[src/rtl/muldiv_ctrl.sv]
// muldiv_ctrl: iterative multiply/divide sequencer owning the HI/LO registers.
// MULT/MULTU use shift-add, one step per cycle, multiplier consumed LSB-first.
// DIV/DIVU use restoring division, one step per cycle.
// Optional feature macro: MULDIV_SIGNED_EN. When it is defined, MULT/DIV are
// signed operations. When it is undefined, they behave as MULTU/DIVU.
module muldiv_ctrl #(
  parameter int WIDTH = 32,
  parameter int CNT_W = 6
) (
  input  logic             clock,
  input  logic             reset,
  input  logic             start,
  input  logic [1:0]       op,
  input  logic [WIDTH-1:0] rs,
  input  logic [WIDTH-1:0] rt,
  input  logic             mf_req,
  input  logic             mf_sel,
  output logic [WIDTH-1:0] mf_data,
  output logic             busy,
  output logic             stall,
  output logic             done,
  output logic [WIDTH-1:0] hi,
  output logic [WIDTH-1:0] lo
);

  typedef enum logic [1:0] {
    IDLE = 2'd0,
    MUL  = 2'd1,
    DIV  = 2'd2,
    FIN  = 2'd3
  } state_t;

  state_t              state_q, state_d;
  logic [CNT_W-1:0]    cnt_q, cnt_d;
  // The multiply uses {partial product, remaining multiplier}.
  // The divide uses {remainder, quotient}.
  logic [2*WIDTH-1:0]  acc_q, acc_d;
  // opb holds the multiplicand or the divisor magnitude.
  logic [WIDTH-1:0]    opb_q, opb_d;
  logic                is_div_q, is_div_d;
  logic [WIDTH-1:0]    hi_q, hi_d;
  logic [WIDTH-1:0]    lo_q, lo_d;
  logic                done_q, done_d;

  logic [WIDTH-1:0]    a_mag;
  logic [WIDTH-1:0]    b_mag;

  // Datapath step signals
  logic [WIDTH:0]      mul_sum;
  logic [2*WIDTH-1:0]  mul_next;
  logic [WIDTH:0]      rem_sh;
  logic                div_ge;
  logic [WIDTH-1:0]    div_rem;
  logic [2*WIDTH-1:0]  div_next;

`ifdef MULDIV_SIGNED_EN
  logic neg_res_q, neg_res_d;
  logic neg_rem_q, neg_rem_d;
  logic dz_q, dz_d;
  logic a_neg, b_neg;

  function automatic logic [WIDTH-1:0] neg_w(input logic [WIDTH-1:0] x);
    return ~x + 1'b1;
  endfunction

  function automatic logic [2*WIDTH-1:0] neg_2w(input logic [2*WIDTH-1:0] x);
    return ~x + 1'b1;
  endfunction

  // MULT and DIV (op[0]=0) work on magnitudes. The result signs are recorded here.
  always_comb begin
    a_neg = ~op[0] & rs[WIDTH-1];
    b_neg = ~op[0] & rt[WIDTH-1];
    a_mag = a_neg ? neg_w(rs) : rs;
    b_mag = b_neg ? neg_w(rt) : rt;
  end
`else
  logic unused_op0;
  assign unused_op0 = op[0];
  assign a_mag      = rs;
  assign b_mag      = rt;
`endif

  // Multiply step: add the multiplicand on a set LSB, then shift right.
  // Divide step: shift left, then do a trial subtract on a WIDTH+1-bit remainder.
  always_comb begin
    mul_sum  = {1'b0, acc_q[2*WIDTH-1:WIDTH]} + {1'b0, (opb_q & {WIDTH{acc_q[0]}})};
    mul_next = {mul_sum, acc_q[WIDTH-1:1]};
    rem_sh   = acc_q[2*WIDTH-1:WIDTH-1];
    div_ge   = (rem_sh >= {1'b0, opb_q});
    div_rem  = div_ge ? (rem_sh[WIDTH-1:0] - opb_q) : rem_sh[WIDTH-1:0];
    div_next = {div_rem, acc_q[WIDTH-2:0], div_ge};
  end

  // Next-state logic: sequencer FSM, iteration stepping, and the final HI/LO write
  always_comb begin
    state_d  = state_q;
    cnt_d    = cnt_q;
    acc_d    = acc_q;
    opb_d    = opb_q;
    is_div_d = is_div_q;
    hi_d     = hi_q;
    lo_d     = lo_q;
    done_d   = 1'b0;
`ifdef MULDIV_SIGNED_EN
    neg_res_d = neg_res_q;
    neg_rem_d = neg_rem_q;
    dz_d      = dz_q;
`endif
    case (state_q)
      IDLE: begin
        if (start) begin
          acc_d    = {{WIDTH{1'b0}}, a_mag};
          opb_d    = b_mag;
          cnt_d    = CNT_W'(WIDTH - 1);
          is_div_d = op[1];
          state_d  = op[1] ? DIV : MUL;
`ifdef MULDIV_SIGNED_EN
          neg_res_d = a_neg ^ b_neg;
          neg_rem_d = a_neg;
          dz_d      = (rt == '0);
`endif
        end
      end
      MUL, DIV: begin
        acc_d = (state_q == DIV) ? div_next : mul_next;
        if (cnt_q == '0) begin
          state_d = FIN;
        end else begin
          cnt_d = cnt_q - 1'b1;
        end
      end
      FIN: begin
        if (is_div_q) begin
          lo_d = acc_q[WIDTH-1:0];
          hi_d = acc_q[2*WIDTH-1:WIDTH];
`ifdef MULDIV_SIGNED_EN
          // A divide by zero keeps its all-ones quotient regardless of sign.
          if (neg_res_q && !dz_q) lo_d = neg_w(acc_q[WIDTH-1:0]);
          if (neg_rem_q)          hi_d = neg_w(acc_q[2*WIDTH-1:WIDTH]);
`endif
        end else begin
`ifdef MULDIV_SIGNED_EN
          {hi_d, lo_d} = neg_res_q ? neg_2w(acc_q) : acc_q;
`else
          {hi_d, lo_d} = acc_q;
`endif
        end
        done_d  = 1'b1;
        state_d = IDLE;
      end
      default: state_d = IDLE;
    endcase
  end

  // State and datapath registers; reset clears everything, including the accumulators
  always_ff @(posedge clock) begin
    if (reset) begin
      state_q  <= IDLE;
      cnt_q    <= '0;
      acc_q    <= '0;
      opb_q    <= '0;
      is_div_q <= 1'b0;
      hi_q     <= '0;
      lo_q     <= '0;
      done_q   <= 1'b0;
`ifdef MULDIV_SIGNED_EN
      neg_res_q <= 1'b0;
      neg_rem_q <= 1'b0;
      dz_q      <= 1'b0;
`endif
    end else begin
      state_q  <= state_d;
      cnt_q    <= cnt_d;
      acc_q    <= acc_d;
      opb_q    <= opb_d;
      is_div_q <= is_div_d;
      hi_q     <= hi_d;
      lo_q     <= lo_d;
      done_q   <= done_d;
`ifdef MULDIV_SIGNED_EN
      neg_res_q <= neg_res_d;
      neg_rem_q <= neg_rem_d;
      dz_q      <= dz_d;
`endif
    end
  end

  assign busy    = (state_q != IDLE);
  assign stall   = busy & (mf_req | start);
  assign mf_data = mf_sel ? lo_q : hi_q;
  assign done    = done_q;
  assign hi      = hi_q;
  assign lo      = lo_q;

endmodule

[config.mk]
export PLATFORM = sky130hd
export DESIGN_NAME = muldiv_ctrl
export DESIGN_NICKNAME = d
export VERILOG_FILES = /design/src/rtl/muldiv_ctrl.sv
export SDC_FILE = /design/constraint.sdc
export NUM_CORES = 1
export LEC_CHECK = 0
export CORE_MARGIN = 1.5
export CORE_UTILIZATION = 40
export DETAILED_ROUTE_END_ITERATION = 6
export PLACE_DENSITY_LB_ADDON = 0.12
export SYNTH_ARGS = -nofsm -noshare
export SYNTH_HDL_FRONTEND = slang
export SYNTH_SLANG_ARGS = --single-unit
[constraint.sdc]
create_clock -name clock -period 2.76 [get_ports clock]
set_input_delay 0.552 -clock clock [delete_from_list [all_inputs] [get_ports clock]]
set_output_delay 0.552 -clock clock [all_outputs]
set_load 0.02 [all_outputs]
==> impl_metrics.csv <==
group,metric,value,unit
status,outcome,"finished with violations",
status,failed_checks,"setup timing",
cts,cts_hold_repair.buffers,0,
detailed_routing,vias,11468,
power,report.power.total,14.1,mW
cts,root_buffer,"sky130_fd_sc_hd__clkbuf_16",
run,total_of_max_cap_violations,0,
sta,number_of_max_slew_violations_in_the_final_report,0,
synthesis,synth_sequential_area_ratio,0.297,
global_routing,global_route.overflow_total,0,
critical_path,setup.worst_path.start,"acc_q[0]",
sta,postLayoutSetupSlackWorst,-0.182,ns
sta,rsz0062_at_grt,"true",
hold_path,hold_path_class,"in2reg",
place,detailed_placer_s_ending_hpwl,28000,um
critical_path,cp_max_fo,12,
cts,htree_num_levels,4,
detailed_routing,avgRoutedWirePerCell,18.5,um
cells_and_area,layout_commonest_cell,"sky130_fd_sc_hd__buf_4",
synthesis,synth_ff_type,"sky130_fd_sc_hd__dfxtp_1",
critical_path,cp_slowest_stage_delay,0.39,ns
die,floorplan.initialDensity,0.408,
sta,max_slew_margin,0.367,
cells_and_area,most_frequent_cells_in_the_layout,"sky130_fd_sc_hd__buf_4 (209), sky130_fd_sc_hd__nor2_1 (175), sky130_fd_sc_hd__clkdlybuf4s50_1 (159)",
place,routability_congestion,0.886,
sta,min_period_over_period,1.07,
cells_and_area,share_of_layout_cells_above_drive_strength_1,0.265,
detailed_routing,detailedRoute.firstIterationViolations,724,
critical_path,worst_path_max_delay_cell,"sky130_fd_sc_hd__dfxtp_4",
detailed_routing,finalWirelength,39400,um
synthesis,ys_async_sr_fraction,0,
sta,worst_clock_skew,0.0156,ns
sta,final.setup.tns,-1.16,ns
synthesis,ys_types,78,
global_routing,groute.usage.overall,0.262,
global_routing,grt_first_pass_wirelength,59900,um
power,vdd_drop_max,0.000540,V
die,die_width,172,um
die,dieHeight,172,um
place,portBuffers,168,
critical_path,crit_path_start_kind,"flop",
cts,cts.path.max_buffers,2,
sta,achievable-frequency,340,MHz
critical_path,setup.worst_path.end_class,"flop",
die,die_area,29500,sq um
detailed_routing,vias_per_cell,5.39,
cells_and_area,fin_nets,1879,
detailed_routing,drc,0,
synthesis,syn_nets,1551,
synthesis,synthTopCellsByArea,"sky130_fd_sc_hd__dfxtp_1 (30%), sky130_fd_sc_hd__mux2i_1 (11%), sky130_fd_sc_hd__ha_1 (7.7%)",
cts,clk_pin_slew,0.07,ns
critical_path,timing_worst_setup_path_type,"reg2reg",
die,fp.coreArea,27900,sq um
global_routing,grt_pass1_vias,10867,
critical_path,ff2ff_setup_slack,-0.18,ns
power,power_density,851,nW/um^2
synthesis,synth_top_cell_by_area,"sky130_fd_sc_hd__dfxtp_1",
critical_path,critical_path.most_common_cell,"sky130_fd_sc_hd__nand3_2",
cells_and_area,flow.area_growth_from_synthesis,45.8,%
synthesis,syn_area,11400,sq um
global_routing,grt_start_max_net_pins,91,
cts,cts_inserted_buffers,17,
detailed_routing,final_antenna_net_count,0,
die,rows,61,
cells_and_area,finalNonFillerCells,2127,
cts,clock_insertion_delay_worst_skew,0.45,ns
synthesis,synth_warnings,0,
synthesis,netlist_instances,1408,
synthesis,yosys_register_bits,169,
synthesis,avgSynthCellArea,8.08,sq um
synthesis,synth_edf_count,0,
hold_path,hold_path.startpoint,"reset",
cts,tritoncts_clock_tree,"done",
critical_path,rr_startpoint,"acc_q[0]",
detailed_routing,first_pass_iters,5,
critical_path,crit_required,3.11,ns
critical_path,critical_path.cell_chain,"clkbuf_16, and2_1, ha_4, nand4_1, buf_4, nor3_4, nand3_2, a21bo_4, a211oi_4, nand3_2, a21o_1, a311oi_2",
cells_and_area,insertedDiodeCount,0,
global_routing,grt_antenna_before_repair,0,
cells_and_area,fillers,2531,
sta,finalSetupViolCount,16,
place,placedCellCount,2059,
cts,total_clock_sinks,169,
sta,layout_min_cycle_time,2.94,ns
sta,least_margin_pin_slew,0.950,ns
die,num_io_pins,170,
power,leakagePower,6.80,nW
synthesis,yosysTopAreaCellShare,0.297,
critical_path,cp_data_arrival_time,3.29,ns
sta,report.final.hold_viol_count,0,
==> stage by stage <==
stage	cell area (sq um)	utilization	setup slack [ns]	hold slack [ns]
6_report	16600	0.595	-0.182	0.322
5_1_grt	16600	0.595	-0.285	0.323
4_1_cts	16100	0.577	-0.161	0.304
3_5_place_dp	14700	0.528	-0.682	0.466
3_3_place_gp	14700	0.528	-0.627	0.460
2_1_floorplan	11400	-	0.0000864	0.445
==> routing by layer <==
layer,global-route usage,vias to the layer above,part of all wire
met5,0,-,0
met4,0.0683,0,0.022
met3,0.0428,42,0.041
met2,0.443,265,0.48
met1,0.345,5493,0.46
li1,-,5668,-
==> sequential cells by signal, summed over array words and instances, names as in the netlist <==
| name | count |
|---|---|
| state_q | 2 |
| cnt_q | 6 |
| acc_q | 64 |
| opb_q | 32 |
| hi | 32 |
| done | 1 |
| lo | 32 |
==> critical path, delay by kind of cell (launching register included) <==
kind / cells / cell delay [ns]
flops: 1 / 0.39
fa+ha+maj: 1 / 0.27
compound gates: 4 / 1.01
simple gates: 5 / 0.80
buf+inv: 2 / 0.38
==> final cells by class <==
type | instances | area (sq um) | area share
Multi-Input combinational cell | 1098 | 8290 | 0.500
Sequential cell | 169 | 3420 | 0.206
Timing Repair Buffer | 396 | 3610 | 0.218
Inverter | 54 | 203 | 0.0122
Clock inverter | 14 | 151 | 0.00913
Clock buffer | 18 | 429 | 0.0259
Tap cell | 378 | 473 | 0.0285
==> cells in the mapped netlist, types with 4 or more instances <==
library cell               number
sky130_fd_sc_hd__a211oi_1      41
sky130_fd_sc_hd__a21o_1        27
sky130_fd_sc_hd__a21oi_1      138
sky130_fd_sc_hd__a21oi_2        5
sky130_fd_sc_hd__a22oi_1       16
sky130_fd_sc_hd__a31o_2         4
sky130_fd_sc_hd__a31oi_1        7
sky130_fd_sc_hd__and2_1        38
sky130_fd_sc_hd__and3_1        10
sky130_fd_sc_hd__buf_1         16
sky130_fd_sc_hd__clkbuf_1      62
sky130_fd_sc_hd__dfxtp_1      169
sky130_fd_sc_hd__ha_1          70
sky130_fd_sc_hd__inv_1         53
sky130_fd_sc_hd__mux2_2        32
sky130_fd_sc_hd__mux2i_1      120
sky130_fd_sc_hd__nand2_1      130
sky130_fd_sc_hd__nand2b_1       6
sky130_fd_sc_hd__nand3_1       26
sky130_fd_sc_hd__nand4_1       11
sky130_fd_sc_hd__nor2_1       178
sky130_fd_sc_hd__nor2b_1        9
sky130_fd_sc_hd__nor3_1        10
sky130_fd_sc_hd__o211ai_1      12
sky130_fd_sc_hd__o21a_1         8
sky130_fd_sc_hd__o21ai_0       45
sky130_fd_sc_hd__o21ai_1       14
sky130_fd_sc_hd__o21bai_1      10
sky130_fd_sc_hd__o221ai_1       8
sky130_fd_sc_hd__or2_2          4
sky130_fd_sc_hd__xnor2_1       37
sky130_fd_sc_hd__xor2_1        18
==> what timing repair did <==
action | in CTS | in global routing
buffers inserted | 17 | 18
endpoints found under the hold margin | 0 | 0
endpoints found under the setup margin | 33 | 63
resized for setup | 109 | 98
gates cloned | 3 | 3
pin swaps | 31 | 57
==> power breakdown <==
part	switching, mW	leakage, nW	internal [mW]
Sequential	0.492	1.38	2.89
Combinational	4.41	5.13	3.88
Clock	1.16	0.284	1.28
==> final timing paths <==
| path | cells after the start | to |
|---|---|---|
| max | 12 | acc_q[63] |
| max reg2reg | 12 | acc_q[63] |
| min | 2 | opb_q[0] |
| min reg2reg | 2 | opb_q[30] |
==> kinds of logic after synthesis <==
family | count (synthesis) | share of synthesized area
fa+ha+maj | 72 | 0.0805
simple gates | 444 | 0.177
mux | 152 | 0.137
flops | 169 | 0.297
buf+inv | 141 | 0.0505
xor+xnor | 55 | 0.0424
compound gates | 375 | 0.215
(Power assumes the default switching activity.)
